## config.mk

```make
export PLATFORM = sky130hd
export DESIGN_NAME = rr_mux_arbiter_flat
export DESIGN_NICKNAME = d
export VERILOG_FILES = /design/src/rtl/arb_pkg.sv /design/src/rtl/rr_mux_arbiter_if.sv /design/src/rtl/mux4_data.sv /design/src/rtl/rr_mux_arbiter.sv /design/src/flat_wrapper.sv
export SDC_FILE = /design/constraint.sdc
export NUM_CORES = 1
export LEC_CHECK = 0
export CAP_MARGIN = 20
export CORE_MARGIN = 2
export CORE_UTILIZATION = 40
export DETAILED_ROUTE_END_ITERATION = 12
export PLACE_DENSITY = 0.77
export SYNTH_ARGS = -nofsm -noshare
export SYNTH_HDL_FRONTEND = slang
export SYNTH_SLANG_ARGS = --single-unit
export TNS_END_PERCENT = 20
```

## constraint.sdc

```tcl
create_clock -name clk -period 2.2 [get_ports clk]
set_input_delay 0.66 -clock clk [delete_from_list [all_inputs] [get_ports clk]]
set_output_delay 0.66 -clock clk [all_outputs]
set_load 0.02 [all_outputs]
```

## src/rtl/arb_pkg.sv

```systemverilog
// ---------------------------------------------------------------------------
// arb_pkg -- shared definitions for the round-robin mux arbiter.
//   state_e   : arbiter FSM states (IDLE, GRANT)
//   NUM_SRC   : number of request sources (4)
//   SEL_W     : width of the encoded source index (2)
//   rr_pick() : round-robin search helper
// ---------------------------------------------------------------------------
package arb_pkg;

  localparam int NUM_SRC = 4;
  localparam int SEL_W   = 2;

  typedef enum logic {
    IDLE  = 1'b0,
    GRANT = 1'b1
  } state_e;

  // Returns the first requesting index found when searching upward from ptr,
  // wrapping 3->0. The loop runs from the farthest offset down to offset 0,
  // so the nearest requester is the one left in pick. The index arithmetic
  // is SEL_W bits wide, which gives the wrap for free.
  // With req == 0 the result is ptr; callers only use it when |req.
  function automatic logic [SEL_W-1:0] rr_pick(input logic [NUM_SRC-1:0] req,
                                               input logic [SEL_W-1:0]   ptr);
    logic [SEL_W-1:0] pick;
    logic [SEL_W-1:0] idx;
    pick = ptr;
    for (int k = NUM_SRC - 1; k >= 0; k--) begin
      idx = ptr + SEL_W'(k);
      if (req[idx]) pick = idx;
    end
    return pick;
  endfunction

endpackage

```

## src/rtl/rr_mux_arbiter_if.sv

```systemverilog
// ---------------------------------------------------------------------------
// rr_mux_arbiter_if -- bundle of request, data and grant signals around the
// arbiter.
//   req[3:0]        : request per source
//   din0..din3      : source data, DATA_W bits each
//   out_ready       : downstream accepts dout
//   gnt[3:0]        : one-hot grant, zero when idle
//   sel[1:0]        : registered mux select
//   dout            : selected source data
//   out_valid       : dout holds a valid beat
// Modports: slave  = arbiter side (consumes req/din/out_ready)
//           master = environment side (drives req/din/out_ready)
// ---------------------------------------------------------------------------
interface rr_mux_arbiter_if #(
  parameter int DATA_W = 2
);
  import arb_pkg::*;

  logic [NUM_SRC-1:0] req;
  logic [DATA_W-1:0]  din0;
  logic [DATA_W-1:0]  din1;
  logic [DATA_W-1:0]  din2;
  logic [DATA_W-1:0]  din3;
  logic               out_ready;
  logic [NUM_SRC-1:0] gnt;
  logic [SEL_W-1:0]   sel;
  logic [DATA_W-1:0]  dout;
  logic               out_valid;

  modport slave (
    input  req, din0, din1, din2, din3, out_ready,
    output gnt, sel, dout, out_valid
  );

  modport master (
    output req, din0, din1, din2, din3, out_ready,
    input  gnt, sel, dout, out_valid
  );

endinterface

```

## src/rtl/mux4_data.sv

```systemverilog
// ---------------------------------------------------------------------------
// mux4_data -- 4:1 data multiplexer, purely combinational.
//   sel[1:0]   : source index
//   din0..din3 : source data, DATA_W bits each
//   dout       : din[sel]
// ---------------------------------------------------------------------------
module mux4_data
  import arb_pkg::*;
#(
  parameter int DATA_W = 2
) (
  input  logic [SEL_W-1:0]  sel,
  input  logic [DATA_W-1:0] din0,
  input  logic [DATA_W-1:0] din1,
  input  logic [DATA_W-1:0] din2,
  input  logic [DATA_W-1:0] din3,
  output logic [DATA_W-1:0] dout
);

  logic [DATA_W-1:0] src [NUM_SRC];

  assign src[0] = din0;
  assign src[1] = din1;
  assign src[2] = din2;
  assign src[3] = din3;

  assign dout = src[sel];

endmodule

```

## src/rtl/rr_mux_arbiter.sv

```systemverilog
// ---------------------------------------------------------------------------
// rr_mux_arbiter -- 4-source round-robin arbiter with an output data mux.
//   clk    : sole clock, rising edge
//   rst_n  : asynchronous active-low reset
//   bus    : rr_mux_arbiter_if.slave (req, din0..3, out_ready in;
//            gnt, sel, dout, out_valid out)
// Each grant lasts one beat by default. Defining ARB_BURST_EN lets a grant
// run up to MAX_BURST beats while the granted source keeps requesting.
// ---------------------------------------------------------------------------
module rr_mux_arbiter
  import arb_pkg::*;
#(
  parameter int DATA_W    = 2,
  parameter int MAX_BURST = 4
) (
  input  logic            clk,
  input  logic            rst_n,
  rr_mux_arbiter_if.slave bus
);

  if (MAX_BURST < 1) begin : g_bad_burst
    $error("rr_mux_arbiter: MAX_BURST must be at least 1");
  end

  state_e             state_q, state_d;
  logic [SEL_W-1:0]   ptr_q, ptr_d;
  logic [SEL_W-1:0]   sel_q, sel_d;
  logic [NUM_SRC-1:0] gnt_q, gnt_d;
  logic [SEL_W-1:0]   pick;
  logic               xfer;
  logic               burst_more;

  // out_valid is exactly "in GRANT", so a transfer is GRANT plus ready.
  assign xfer = (state_q == GRANT) && bus.out_ready;
  assign pick = rr_pick(bus.req, ptr_q);

`ifdef ARB_BURST_EN
  localparam int CNT_W = (MAX_BURST > 1) ? $clog2(MAX_BURST) : 1;
  logic [CNT_W-1:0] cnt_q, cnt_d;

  // cnt_q counts the beats already taken in this grant. The grant continues
  // only while the owner still requests and the limit is not reached.
  assign burst_more = bus.req[sel_q] && (cnt_q < CNT_W'(MAX_BURST - 1));
`else
  assign burst_more = 1'b0;
`endif

  always_comb begin
    state_d = state_q;
    ptr_d   = ptr_q;
    sel_d   = sel_q;
    gnt_d   = gnt_q;
`ifdef ARB_BURST_EN
    cnt_d   = cnt_q;
`endif
    case (state_q)
      IDLE: begin
        if (|bus.req) begin
          sel_d   = pick;
          gnt_d   = NUM_SRC'(1) << pick;
          state_d = GRANT;
        end
      end
      GRANT: begin
        if (xfer) begin
          if (burst_more) begin
`ifdef ARB_BURST_EN
            cnt_d = cnt_q + CNT_W'(1);
`endif
          end else begin
            // Priority moves past the source just served.
            ptr_d   = sel_q + SEL_W'(1);
            gnt_d   = '0;
            state_d = IDLE;
`ifdef ARB_BURST_EN
            cnt_d   = '0;
`endif
          end
        end else if (!bus.req[sel_q]) begin
          // The owner withdrew before its beat was taken. ptr is left as is,
          // so that source is still first in line when it requests again.
          gnt_d   = '0;
          state_d = IDLE;
`ifdef ARB_BURST_EN
          cnt_d   = '0;
`endif
        end
      end
      default: begin
        gnt_d   = '0;
        state_d = IDLE;
      end
    endcase
  end

  always_ff @(posedge clk or negedge rst_n) begin
    if (!rst_n) begin
      state_q <= IDLE;
      ptr_q   <= '0;
      sel_q   <= '0;
      gnt_q   <= '0;
`ifdef ARB_BURST_EN
      cnt_q   <= '0;
`endif
    end else begin
      state_q <= state_d;
      ptr_q   <= ptr_d;
      sel_q   <= sel_d;
      gnt_q   <= gnt_d;
`ifdef ARB_BURST_EN
      cnt_q   <= cnt_d;
`endif
    end
  end

  assign bus.gnt       = gnt_q;
  assign bus.sel       = sel_q;
  assign bus.out_valid = (state_q == GRANT);

  mux4_data #(
    .DATA_W (DATA_W)
  ) u_mux (
    .sel  (sel_q),
    .din0 (bus.din0),
    .din1 (bus.din1),
    .din2 (bus.din2),
    .din3 (bus.din3),
    .dout (bus.dout)
  );

endmodule

```

## src/flat_wrapper.sv

```systemverilog
// flat-port wrapper written by rule: the top's interface ports become plain ports
module rr_mux_arbiter_flat import arb_pkg::*;
#(
  parameter int DATA_W    = 2,
  parameter int MAX_BURST = 4
)
  (clk, rst_n, bus_req, bus_din0, bus_din1, bus_din2, bus_din3, bus_out_ready, bus_gnt, bus_sel, bus_dout, bus_out_valid);
  rr_mux_arbiter_if #(.DATA_W(DATA_W)) bus_i ();
  input  logic clk;
  input  logic rst_n;
  input wire logic [$bits(bus_i.req)-1:0] bus_req;
  input wire logic [$bits(bus_i.din0)-1:0] bus_din0;
  input wire logic [$bits(bus_i.din1)-1:0] bus_din1;
  input wire logic [$bits(bus_i.din2)-1:0] bus_din2;
  input wire logic [$bits(bus_i.din3)-1:0] bus_din3;
  input wire logic [$bits(bus_i.out_ready)-1:0] bus_out_ready;
  output wire logic [$bits(bus_i.gnt)-1:0] bus_gnt;
  output wire logic [$bits(bus_i.sel)-1:0] bus_sel;
  output wire logic [$bits(bus_i.dout)-1:0] bus_dout;
  output wire logic [$bits(bus_i.out_valid)-1:0] bus_out_valid;
  assign bus_i.req = bus_req;
  assign bus_i.din0 = bus_din0;
  assign bus_i.din1 = bus_din1;
  assign bus_i.din2 = bus_din2;
  assign bus_i.din3 = bus_din3;
  assign bus_i.out_ready = bus_out_ready;
  assign bus_gnt = bus_i.gnt;
  assign bus_sel = bus_i.sel;
  assign bus_dout = bus_i.dout;
  assign bus_out_valid = bus_i.out_valid;
  rr_mux_arbiter #(.DATA_W(DATA_W), .MAX_BURST(MAX_BURST)) u_core (.clk(clk), .rst_n(rst_n), .bus(bus_i));
endmodule
```

# Word level (Yosys, flattened, before mapping)
# Cells that the tools add are included.
# W data, S select, Z words.
[totals]
regBits = 9
in_bits = 15
out_inout_bits = 9
wordCells = 49
[classes]
n_eq_ne = 2
n_lt_le_gt_ge = 6
bitwise_logic = 2
add_sub_neg = 4
shift = 1
muxes = 25
reduce_logical = 5
[op_table]
columns = ["cell", "n"]
rows = [
  ["$lt A2 B3 Y1 const B", 5],
  ["$mux W2", 6],
  ["$mux W4", 3],
  ["$bmux W1 S2", 5],
  ["$mux W1", 8],
  ["$pmux W4 S2", 1],
  ["$reduce_and A2 Y1", 3],
  ["$add A2 B1 Y2 const B", 2],
  ["$add A2 B2 Y2 const B", 2],
  ["$bmux W2 S2", 1],
  ["$reduce_or A4 Y1", 1],
  ["$shl A1 B2 Y4 const A", 1],
  ["$ge A3 B3 Y1 const B", 1],
  ["$ne A3 B3 Y1 const B", 1],
  ["$not A2 Y3", 1],
  ["$ne A2 B1 Y1 const B", 1],
  ["$pmux W1 S2", 1],
  ["$logic_and A1 B1 Y1", 1],
  ["$not A1 Y1", 1],
]

# Depth between registers and ports, before layout
# Gate-level depths: netlist (run 1).
[logic_depth]
ltp_word = 10
depth_mapped = 5
depth_no_buf = 4

# By module
# A second synthesis (run 1) with hierarchy kept.
[unflattened]
hier_cells = 52
area_unflattened_um2 = 544.3
[modules_own_cells]
columns = ["mod", "seq_area_each_um2", "area_per_inst_um2", "n_inst", "cells_per_inst"]
rows = [
  ["rr_mux_arbiter", 225.2, 491.7, 1, 50],
  ["mux4_data", 0.0, 52.6, 1, 2],
]

# Worst setup path after synthesis (run 1)
# OpenSTA, ideal clock, no wires.
[synth_timing]
path_type = "input port to output port"
startpoint = "in bus_din3[0]"
endpoint = "out bus_dout[0]"
arrival_time_ns = 1.184
path_stages = 1
required_ns = 1.540
path_slack_ns = 0.356
path_buffers = 0
cell_sequence = "mux4_2"
[synth_between]
elab_chain_cells = 3
[synth_lines]
columns = ["element", "line_no", "source"]
rows = [
  ["start: declaration", "flat_wrapper.sv:15", "input wire logic [$bits(bus_i.din3)-1:0] bus_din3;"],
  ["$bmux W2 S2", "mux4_data.sv:27", "assign dout = src[sel];"],
  ["$mux W2 (implied by the code) (2 in a row)", "mux4_data.sv:27", ""],
  ["end: declaration", "flat_wrapper.sv:19", "output wire logic [$bits(bus_i.dout)-1:0] bus_dout;"],
]
# No other way between the ends. The select of a mux whose other input is x is not followed.

# Final worst setup path (run 1)
[layout_timing]
startpoint = "in bus_din2[1]"
endpoint = "out bus_dout[1]"
[layout_between]
elab_chain_cells = 3
[layout_lines]
columns = ["element", "line_no", "source"]
rows = [
  ["start: declaration", "flat_wrapper.sv:14", "input wire logic [$bits(bus_i.din2)-1:0] bus_din2;"],
  ["$bmux W2 S2", "mux4_data.sv:27", ""],
  ["$mux W2 (implied by the code) (2 in a row)", "mux4_data.sv:27", ""],
]
# No other way between the ends. The select of a mux whose other input is x is not followed.

==> key figures, run 1 <==
Synthesis
  • Yosys warns: 0
  • Synth Cell Area: 548.0 um2
  • Net Count, Synth: 64
  • Largest family of logic cells by synthesized area: compound AO/OA/AOI/OAI gates
  • Mapped Cells: 49
  • Synth Area per Inst: 11.18 um2
  • Sequential share of the synthesized area: 41.10%
  • Yosys reg bits: 9
  • Post-Synth XOR/XNOR Area: 1.598%
  • Number of distinct library cells after synthesis: 28
  • Synth Area in Compound Gates: 24.43%
  • Adder-cell share of the synthesized area: 0%
  • Mux contribution to synthesized area: 12.33%
  • Post-Synth Simple-Gate Area: 17.12%

Clocking
  • Post-CTS Setup Inserts: 0
  • Clk pin slew, worst setup/hold paths: 60 ps
  • CTS tree: done
  • PostCTS Resize Cnt: 20
  • Clock Tree Buf Depth: 2
  • H-tree depth: 1
  • CTS Sinks: 9
  • Root Driver: clkbuf_4
  • Hold buffer count at cts: 0
  • Total CTS buffers: 3
  • Clk_lat worst skew: 270 ps

Critical path
  • Crit Path Max Fanout: 1
  • Setup CP Type: primary input to primary output
  • Data required, critical path: 1540 ps
  • Critical path's slowest cell: mux4_2
  • Slowest stage delay, CP: 460 ps
  • CP Launch Type: primary input
  • CP Capture Type: primary output
  • Crit path DAT: 1500 ps
  • CP cell instances: dlygate4sd2_1 > mux4_2 > buf_6

Detailed routing
  • Via count: 523
  • Detailed Routing Iterations Pass 1: 4
  • Wire length per cell: 14.16 um
  • Vias per inst: 5.392
  • Initial DRC Count: 5
  • # DRC: 0
  • Final WL: 1374 um
  • ANT nets after route: 0

GRT
  • Largest net degree at the start of global routing: 11
  • GRT overflow: 0
  • Vias in the first global route: 433
  • GRT Total Usage: 17.97%
  • First-pass GRT wire length: 1856 um
  • Initial antenna violation count: 0

STA
  • Tcrit/Tclk final: 98.24%
  • Worst setup margin: 38.69 ps
  • Worst-Margin Slew: 473.6 ps
  • Slew Limit Fails: 0
  • Final setup violating endpoints: 0
  • Fin crit period: 2161 ps
  • RSZ-0062 raised after global routing: false
  • Hold Slack: 493.1 ps
  • Max Clock Freq: 462.7 MHz
  • Final hold vios: 0
  • Worst rel slew slack: 68.43%
  • Worst Skew: 6.367 ps

Final layout
  • Share of cells above drive strength 1: 25.61%
  • Fillers: 104
  • Design Area, Final: 862.1 um2
  • # diodes: 0
  • Fin nets: 98
  • Area grow syn2layout: 57.31%

Hold path
  • Min-delay worst type: flip-flop to flip-flop

Placement
  • Post-DP HPWL: 1086 um
  • Placed Instance Area: 842.1 um2
  • Dpl ws: -544.9 ps
  • Final GP Congestion: 0.8068
  • Count of input and output buffers: 23

Die
  • Initial Util: 42.65%
  • Core area: 1285 um2
  • Die Span X: 41.02 um
  • Rows: 13
  • Die Height: 41.02 um
  • Die ar.: 1682 um2
  • Top Ports: 24

Run status
  • Status: finished clean

Power
  • PwrDens: 1261 nW/um2
  • Peak supply drop: 537.7 uV
  • Lkg Pwr: 0.3578 nW

Job
  • Max-cap violations: 0
==> cell families after synthesis <==
kind of cell / count (synthesis)
buf+inv: 3
xor+xnor: 1
flops: 9
mux: 3
compound gates: 18
simple gates: 15
==> synth_stat cells (all sizes together) <==
master	instances	share of area (%)
a22o	1	1.6
nor2	3	2.1
and3	1	2.1
nand3b	1	1.4
a2bb2oi	1	1.6
o21ai	5	5.3
dfrtp	9	41
nor4	1	2.3
a31oi	2	2.3
xnor2	1	1.6
mux4	3	12
nor2b	4	5.0
nor3	1	0.91
a2111o	1	2.1
o221ai	1	1.6
inv	1	0.68
a21bo	1	1.8
buf	1	2.1
o2bb2ai	2	3.2
clkbuf	1	0.68
o31ai	1	1.4
nand2	2	1.4
nand3	1	0.91
a21oi	2	1.8
nand2b	1	1.1
a32o	1	1.8
==> cell usage in the layout, fill, tap and decap left out <==
cell             netlist  final
nor2_1                 3      3
dlygate4sd2_1          0      7
nor4_2                 1      1
xnor2_1                1      1
nor2b_1                3      3
nand3_1                1      1
and3_4                 1      1
buf_4                  0      8
mux4_2                 3      3
nand3b_1               1      1
nor2b_2                1      1
a22o_1                 1      1
o21ai_2                1      1
dfrtp_1                9      9
o2bb2ai_1              2      2
clkbuf_4               0      3
o221ai_1               1      1
buf_6                  1      2
clkdlybuf4s50_1        0     13
a31oi_1                2      2
o31ai_1                1      1
nand2_1                2      2
a2111o_1               1      1
clkbuf_1               1      1
inv_1                  1      1
a21oi_1                2      2
nor3_1                 1      1
a32o_1                 1      1
clkdlybuf4s15_1        0      1
a2bb2oi_1              1      1
o21ai_0                4      4
nand2b_1               1      1
a21bo_2                1      1
==> worst max-delay path, delay by kind of cell <==
family                 cells  cell delay, ps
muxes                      1             460
buffers and inverters      2             380
==> registers in the layout (all words and copies together) (netlist names) <==
name / count
u_core.bus.gnt: 4
u_core.ptr_q: 2
u_core.bus.sel: 2
u_core.bus.out_valid: 1
==> metrics by stage <==
| stage | cells | setup TNS (ps) | total power [mW] | utilization (%) |
|---|---|---|---|---|
| final | 97 | 0 | 1.087 | 67.09 |
| after global routing | 97 | 0 | 1.164 | 67.09 |
| after CTS | 97 | 0 | 1.100 | 66.99 |
| after detailed placement | 93 | -1298 | 0.9582 | 65.53 |
| after global placement | 93 | -1253 | 0.9444 | 65.53 |
| after floorplan | 49 | 0 | 0.6842 | - |
==> cell type report <==
class / instances / area (um2) / share of cell area, %
sequential: 9 / 225.2 / 26.12
timing repair buffer: 31 / 284.0 / 32.95
inverter: 1 / 3.754 / 0.4354
clock buffer: 4 / 26.28 / 3.048
tap: 15 / 18.77 / 2.177
multi-input combinational: 37 / 304.0 / 35.27
==> path summary, 6_finish.rpt <==
kind,from,endpoint,slack [ps],cells after the start
worst max-delay path,bus_din2[1],bus_dout[1],40,3
worst min-delay path,u_core.bus.gnt[1],u_core.bus.gnt[1],490,1
worst max register to register,u_core.bus.sel[0],u_core.bus.gnt[0],550,5
worst min register to register,u_core.bus.gnt[1],u_core.bus.gnt[1],490,1
max in group asynchronous,rst_n,u_core.bus.gnt[1],1220,1
min in group asynchronous,rst_n,u_core.ptr_q[1],690,1
==> per-layer routing <==
metal | vias up | GRT usage (%) | routed length [um] | share of wire (%)
li1 | 260 | - | - | -
met1 | 235 | 20.00 | 547 | 40
met2 | 24 | 28.91 | 638 | 46
met3 | 4 | 7.065 | 166 | 12
met4 | 0 | 10.00 | 21 | 1.5
met5 | - | 0 | 0 | 0
==> report_power, final <==
| part | switching [mW] | internal, mW |
|---|---|---|
| clock network | 0.0623 | 0.0701 |
| registers | 0.0747 | 0.240 |
| logic | 0.292 | 0.348 |
No activity file was read; power rests on OpenSTA's default activity.
==> inputs of run 2 (changes only) <==
--- a/config.mk
+++ b/config.mk
@@ -8,6 +8,7 @@
 export CAP_MARGIN = 20
 export CORE_MARGIN = 2
 export CORE_UTILIZATION = 40
+export CTS_BUF_LIST = sky130_fd_sc_hd__clkbuf_16
 export DETAILED_ROUTE_END_ITERATION = 12
 export PLACE_DENSITY = 0.77
 export SYNTH_ARGS = -nofsm -noshare
==> key figures, run 2 (same netlist as run 1, synthesis figures left out) <==
Clocking
  • Total CTS buffers: 3 (unchanged)
  • Clk_lat worst skew: 240 ps (-30 ps)
  • CTS Sinks: 9 (unchanged)
  • H-tree depth: 1 (unchanged)
  • Hold buffer count at cts: 0 (unchanged)
  • CTS tree: done
  • Clock Tree Buf Depth: 2 (unchanged)
  • Clk pin slew, worst setup/hold paths: 40 ps (-20 ps)
  • Root Driver: clkbuf_16

Final layout
  • Most common cell after layout, fill and taps aside: clkdlybuf4s50_1
  • Share of cells above drive strength 1: 25.61% (unchanged)
  • # diodes: 0 (unchanged)
  • Area grow syn2layout: 66.89%
  • Most frequent cells in the layout: clkdlybuf4s50_1, dfrtp_1, buf_4, dlygate4sd2_1, o21ai_0
  • Number of flip-flops in the largest register: 4 (unchanged)
  • Design Area, Final: 914.6 um2 (+6.1%)
  • Fin nets: 98 (unchanged)
  • Non-filler cells, final: 97 (unchanged)

STA
  • Worst rel slew slack: 68.83% (+0.40 points)
  • Tcrit/Tclk final: 98.28% (about the same)
  • Final hold vios: 0 (unchanged)
  • Fin crit period: 2162 ps (+0.8261 ps)
  • Worst Skew: 4.623 ps (-1.744 ps)
  • Slew Limit Fails: 0 (unchanged)
  • RSZ-0062 raised after global routing: false
  • Worst-Margin Slew: 467.6 ps (-5.970 ps)
  • Final setup violating endpoints: 0 (unchanged)
  • TNS Setup: 0 ps (unchanged)
  • Max Clock Freq: 462.5 MHz (about the same)

Die
  • Top Ports: 24 (unchanged)
  • Die Span X: 41.02 um (unchanged)
  • Initial Util: 42.65% (unchanged)
  • Die ar.: 1682 um2 (unchanged)
  • Core area: 1285 um2 (unchanged)
  • Rows: 13 (unchanged)
  • Die Height: 41.02 um (unchanged)

Critical path
  • CP Launch Type: primary input
  • Critical path's slowest cell: mux4_2
  • FF-to-FF path depth: 5 (unchanged)
  • R2R Setup Slk: 550 ps (about the same)
  • Worst Setup SP: bus_din2[1]
  • Worst Setup EP: bus_dout[1]
  • CP Capture Type: primary output
  • Setup CP Type: primary input to primary output
  • CP cell instances: dlygate4sd2_1 > mux4_2 > buf_6
  • R2R Path End: u_core.bus.gnt[0]
  • Crit path DAT: 1500 ps (about the same)
  • R2R Path Start: u_core.bus.sel[0]
  • Data required, critical path: 1540 ps (about the same)
  • Slowest stage delay, CP: 460 ps (about the same)
  • Crit Path Max Fanout: 1 (unchanged)

Power
  • Sw Ratio: 35.40% (-4.1 points)
  • Combinational share of power: 50.3% (-8.6 points)
  • Lkg Pwr: 0.3851 nW (+7.6%)
  • Clock share of power: 24.8% (+13 points)
  • Peak supply drop: 698.6 uV (+30%)
  • Internal power: 0.8264 mW (+26%)
  • PwrDens: 1399 nW/um2 (+11%)
  • Net Sw Power: 0.4530 mW (+5.5%)
  • Sequential power share: 24.9% (-4.0 points)

Detailed routing
  • Final WL: 1428 um (+3.9%)
  • Via count: 520 (-0.57%)
  • Vias per inst: 5.361 (-0.57%)
  • ANT nets after route: 0 (unchanged)
  • Detailed Routing Iterations Pass 1: 4 (unchanged)
  • Wire length per cell: 14.72 um (+3.9%)
  • # DRC: 0 (unchanged)
  • Initial DRC Count: 5 (unchanged)

Placement
  • Post-Place Cells: 93 (unchanged)
  • Final GP Congestion: 0.8068 (unchanged)
  • Placed Instance Area: 842.1 um2 (unchanged)
  • Count of input and output buffers: 23 (unchanged)
  • Post-DP HPWL: 1086 um (unchanged)

Hold path
  • Hold Crit Depth: 1 (unchanged)
  • Min-delay worst type: flip-flop to flip-flop

GRT
  • First-pass GRT wire length: 1883 um (+1.5%)
  • GRT Total Usage: 18.64% (+0.66 points)
  • GRT overflow: 0 (unchanged)
  • Initial antenna violation count: 0 (unchanged)
  • Largest net degree at the start of global routing: 11 (unchanged)
  • Vias in the first global route: 437 (+0.92%)

Run status
  • Status: finished clean

Job
  • Max-cap violations: 0 (unchanged)
## run 2: cell count changes in the layout (fill, tap and decap cells not counted)
cell       delta
clkbuf_16     +3
inv_1         +1
clkbuf_1      -1
clkbuf_4      -3
## run 2: how the worst min path moves through the flow
stage                 startpoint  slack (ps)           endpoint
2_1_floorplan              rst_n         360  u_core.bus.gnt[0]
3_3_place_gp   u_core.bus.gnt[3]         480  u_core.bus.gnt[3]
3_5_place_dp   u_core.bus.gnt[1]         470  u_core.bus.gnt[1]
4_1_cts        u_core.bus.gnt[3]         490  u_core.bus.gnt[3]
5_1_grt        u_core.bus.gnt[1]         510  u_core.bus.gnt[1]
6_report       u_core.bus.gnt[3]         490  u_core.bus.gnt[3]
## run 2: cell type report
| cell class | instances | area (um2) |
|---|---|---|
| Sequential cell | 9 | 225.2 |
| Clock buffer | 3 | 75.07 |
| Multi-Input combinational cell | 37 | 304.0 |
| Fill cell | 99 | 370.4 |
| Inverter | 1 | 3.754 |
| Tap cell | 15 | 18.77 |
| Timing Repair Buffer | 31 | 284.0 |
| Clock inverter | 1 | 3.754 |
## run 2: power groups by stage
stage / Sequential [mW] / Combinational [mW] / Clock, mW
2_1_floorplan: 0.369 / 0.315 / 0
3_3_place_gp: 0.313 / 0.631 / 0
3_5_place_dp: 0.317 / 0.641 / 0
4_1_cts: 0.317 / 0.649 / 0.326
5_1_grt: 0.328 / 0.697 / 0.332
6_report: 0.318 / 0.644 / 0.318
## run 2: critical path, delay by kind of cell
family	cells	cell delay, ps
buffers and inverters	2	380
muxes	1	460
## run 2: metal layers
metal  share of wire (%)  up-vias  GRT usage, %
met2                  45       22         28.52
met5                   0        -             0
met4                 1.8        0         12.50
met3                  11        4         7.065
met1                  42      235         21.28
li1                    -      259             -
## run 2: through the flow
step | hold WS [ps] | total power [mW] | setup slack [ps] | util (%)
after floorplan | 364.4 | 0.6842 | 356.0 | -
after global placement | 476.9 | 0.9444 | -526.8 | 65.53
after detailed placement | 472.4 | 0.9582 | -544.9 | 65.53
after CTS | 492.9 | 1.292 | 19.70 | 71.08
after global routing | 507.4 | 1.357 | 16.42 | 71.18
final | 488.3 | 1.279 | 37.87 | 71.18
## run 2: repair_timing
action,in CTS,in global routing
endpoints found under the setup margin,2,1
gates resized for setup,20,1
setup buffers,0,0
==> inputs of run 3 (changes only) <==
--- a/config.mk
+++ b/config.mk
@@ -5,12 +5,14 @@
 export SDC_FILE = /design/constraint.sdc
 export NUM_CORES = 1
 export LEC_CHECK = 0
+export ABC_AREA = 1
 export CAP_MARGIN = 20
 export CORE_MARGIN = 2
 export CORE_UTILIZATION = 40
-export CTS_BUF_LIST = sky130_fd_sc_hd__clkbuf_16
+export CTS_BUF_LIST = sky130_fd_sc_hd__clkbuf_2
 export DETAILED_ROUTE_END_ITERATION = 12
-export PLACE_DENSITY = 0.77
+export PLACE_DENSITY = 0.73
+export SLEW_MARGIN = 40
 export SYNTH_ARGS = -nofsm -noshare
 export SYNTH_HDL_FRONTEND = slang
 export SYNTH_SLANG_ARGS = --single-unit
==> key figures, run 3 <==
Hold path
  • WHS Endpoint: u_core.bus.gnt[3]
  • Hold path start: u_core.bus.gnt[3]
  • Min-delay worst type: flip-flop to flip-flop
  • Hold Crit Depth: 2 (+1)

Synthesis
  • Share of the synthesized area in the top cell type: 33.27% (-7.8 points)
  • Synth Area per Inst: 6.154 um2 (-45%)
  • Ys async rst share: 100.0% (unchanged)
  • Net Count, Synth: 125 (+95%)
  • Most common cell in the netlist: nand2_1
  • Top cells by area, synth: dfrtp_1, nand2_1, nand3_1, inv_1, o21ai_0
  • Number of synthesized flops with an enable pin: 0 (unchanged)
  • Synth Cell Area: 676.9 um2 (+24%)
  • Top cells by count, synth: nand2_1, inv_1, dfrtp_1, nand3_1, o21ai_0
  • Post-synth top flop: dfrtp_1
  • Yosys top cell by area: dfrtp_1
  • Number of distinct library cells after synthesis: 19 (-32%)
  • Sequential share of the synthesized area: 33.27% (-7.8 points)
  • Mapped Cells: 110 (+120%)
  • Yosys reg bits: 9 (unchanged)
  • Yosys warns: 0 (unchanged)

GRT
  • Met3 Usage GRT: 2.400% (-4.7 points)
  • First-pass GRT wire length: 2904 um (+54%)
  • Met1 GRT Util: 23.87% (+2.6 points)
  • GRT Total Usage: 19.29% (+0.65 points)
  • Vias in the first global route: 724 (+66%)
  • Met2 Usage GRT: 33.71% (+5.2 points)
  • Largest net degree at the start of global routing: 10 (-1)
  • GRT overflow: 0 (unchanged)
  • GRT busiest layer: met2
  • Initial antenna violation count: 0 (unchanged)

Critical path
  • Data required, critical path: 1540 ps (about the same)
  • Slowest stage delay, CP: 450 ps (about the same)
  • R2R Setup Slk: 660 ps (+110 ps)
  • CP top delay family: buffers and inverters
  • CP Launch Type: primary input
  • Crit path DAT: 1490 ps (about the same)
  • Buf/Inv on CP: 2 (unchanged)
  • Worst Setup SP: bus_din2[0]
  • FF-to-FF path depth: 11 (+6)
  • R2R Path End: u_core.bus.sel[0]
  • Critical path's slowest cell: clkdlybuf4s50_1
  • Crit Path Max Fanout: 1 (unchanged)
  • Setup CP Type: primary input to primary output
  • R2R Path Start: u_core.ptr_q[0]
  • CP Capture Type: primary output
  • CP cell instances: clkdlybuf4s50_1 > o21ai_0 > o22ai_1 > buf_4

STA
  • Worst rel slew slack: 73.25% (+4.4 points)
  • Slew Limit Fails: 0 (unchanged)
  • Worst setup margin: 46.07 ps (+8.207 ps)
  • Final hold vios: 0 (unchanged)
  • Worst Skew: 15.51 ps (+10.89 ps)
  • Tcrit/Tclk final: 97.91% (-0.37 points)
  • Max Clock Freq: 464.3 MHz (+0.38%)
  • RSZ-0062 raised after global routing: false
  • Fin crit period: 2154 ps (-8.207 ps)
  • Final setup violating endpoints: 0 (unchanged)
  • Hold Slack: 489.3 ps (+1.058 ps)
  • Worst-Margin Slew: 400.0 ps (-67.64 ps)

Placement
  • Dpl ws: -467.2 ps (+77.65 ps)
  • Post-DP HPWL: 1387 um (+28%)
  • Final GP Congestion: 0.8249 (+2.2%)
  • Placed Instance Area: 915.9 um2 (+8.8%)
  • Post-Place Cells: 148 (+59%)
  • Count of input and output buffers: 23 (unchanged)

Run status
  • Status: finished clean

Die
  • Top Ports: 24 (unchanged)
  • Initial Util: 43.91% (+1.3 points)
  • Die Span X: 45.14 um (+10%)
  • Die Height: 45.14 um (+10%)
  • Die ar.: 2037 um2 (+21%)
  • Core area: 1541 um2 (+20%)
  • Rows: 14 (+1)

Final layout
  • Design Area, Final: 943.4 um2 (+3.1%)
  • # diodes: 0 (unchanged)
  • Fin util: 61.20% (-10 points)
  • Most common cell after layout, fill and taps aside: nand2_1
  • Most frequent cells in the layout: nand2_1, clkdlybuf4s50_1, inv_1, nand3_1, dfrtp_1
  • Area grow syn2layout: 39.37%
  • Number of flip-flops in the largest register: 4 (unchanged)
  • Fin nets: 152 (+55%)
  • Non-filler cells, final: 152 (+57%)
  • Share of cells above drive strength 1: 12.50% (-13 points)

Detailed routing
  • Via count: 770 (+48%)
  • Vias per inst: 5.066 (-5.5%)
  • Final WL: 1733 um (+21%)
  • Detailed Routing Iterations Pass 1: 4 (unchanged)
  • Initial DRC Count: 23 (+18)
  • Wire length per cell: 11.40 um (-23%)
  • ANT nets after route: 0 (unchanged)
  • # DRC: 0 (unchanged)

Power
  • Sequential power share: 23.8% (-1.1 points)
  • Combinational share of power: 68.7% (+18 points)
  • Internal power: 0.6704 mW (-19%)
  • Lkg Pwr: 0.5149 nW (+34%)
  • Peak supply drop: 724.3 uV (+3.7%)
  • Clock share of power: 7.5% (-17 points)
  • Net Sw Power: 0.7450 mW (+64%)
  • Sw Ratio: 52.64% (+17 points)
  • PwrDens: 1500 nW/um2 (+7.3%)

Job
  • Max-cap violations: 0 (unchanged)

Clocking
  • H-tree depth: 1 (unchanged)
  • CTS Sinks: 9 (unchanged)
  • Total CTS buffers: 3 (unchanged)
  • Root Driver: clkbuf_2
  • Clk_lat worst skew: 250 ps (about the same)
  • Post-CTS Setup Inserts: 0 (unchanged)
  • Hold buffer count at cts: 0 (unchanged)
  • Clock Tree Buf Depth: 2 (unchanged)
  • Clk pin slew, worst setup/hold paths: 100 ps (+60 ps)
  • CTS tree: done
run 3: cell types whose count changed after synthesis, moves of 2 or more:
cell and change:
a31oi_1 -2, o2bb2ai_1 -2, nand2_2 +2, nand3_1 +8, mux4_2 -3, nor2b_1 -3, inv_1 +10, o22ai_1 +2
nor2_2 +2, o21ai_0 +3, nand2_1 +48, nor2_1 +2, inv_2 +2
run 3: what timing repair did:
| action | 4_1_cts | 5_1_grt |
|---|---|---|
| resized for setup | 10 | 6 |
| pin swaps | 0 | 2 |
| setup endpoints to repair | 2 | 2 |
run 3: cell families (layout without fill, tap and decap cells):
| kind of cell | count (synthesis) | in the layout | share of synthesized area [%] |
|---|---|---|---|
| simple gates | 69 | 69 | 41.77 |
| buf+inv | 16 | 42 | 11.28 |
| compound gates | 15 | 15 | 12.38 |
| flops | 9 | 9 | 33.27 |
| xor+xnor | 1 | 1 | 1.294 |
run 3: routing by layer:
metal	share of wire, %	wire length (um)	vias to the layer above
met1	46	799	344
li1	-	-	399
met3	5.6	97	4
met4	0.98	17	0
met2	47	818	23
met5	0	0	-
run 3: worst max-delay path by stage:
| stage | endpoint | slack (ps) | depth (start not counted) |
|---|---|---|---|
| 6_report | bus_dout[0] | 50 | 4 |
| 5_1_grt | bus_dout[0] | 8 | 4 |
| 4_1_cts | bus_dout[1] | -10 | 4 |
| 3_5_place_dp | bus_dout[1] | -470 | 4 |
| 3_3_place_gp | bus_dout[1] | -390 | 4 |
| 2_1_floorplan | bus_dout[0] | 420 | 4 |
run 3: worst register-to-register path, delay by kind of cell, from the launching register on:
kind / cells / cell delay [ps]
AND/OR/NAND/NOR: 9 / 730
flip-flops: 1 / 590
buffers and inverters: 2 / 130
run 3: power by group through the flow:
stage	Sequential [mW]	Combinational (mW)	Clock (mW)
3_5_place_dp	0.339	0.960	0
6_report	0.337	0.972	0.107
4_1_cts	0.336	0.949	0.109
2_1_floorplan	0.351	0.659	0
3_3_place_gp	0.335	0.929	0
5_1_grt	0.354	1.10	0.116
run 3: per-stage QoR:
stage	total power [mW]	TNS, ps
detailed placement	1.299	-882.3
floorplan	1.010	0
finish	1.415	0
global placement	1.264	-779.9
CTS	1.395	-12.52
global route	1.566	0
run 3: cell type report:
class / instances / area [um2]
Tap cell: 16 / 20.02
Fill cell: 162 / 598.1
Inverter: 14 / 57.56
Sequential cell: 9 / 225.2
Clock buffer: 4 / 20.02
Multi-Input combinational cell: 85 / 385.4
Timing Repair Buffer: 24 / 235.2
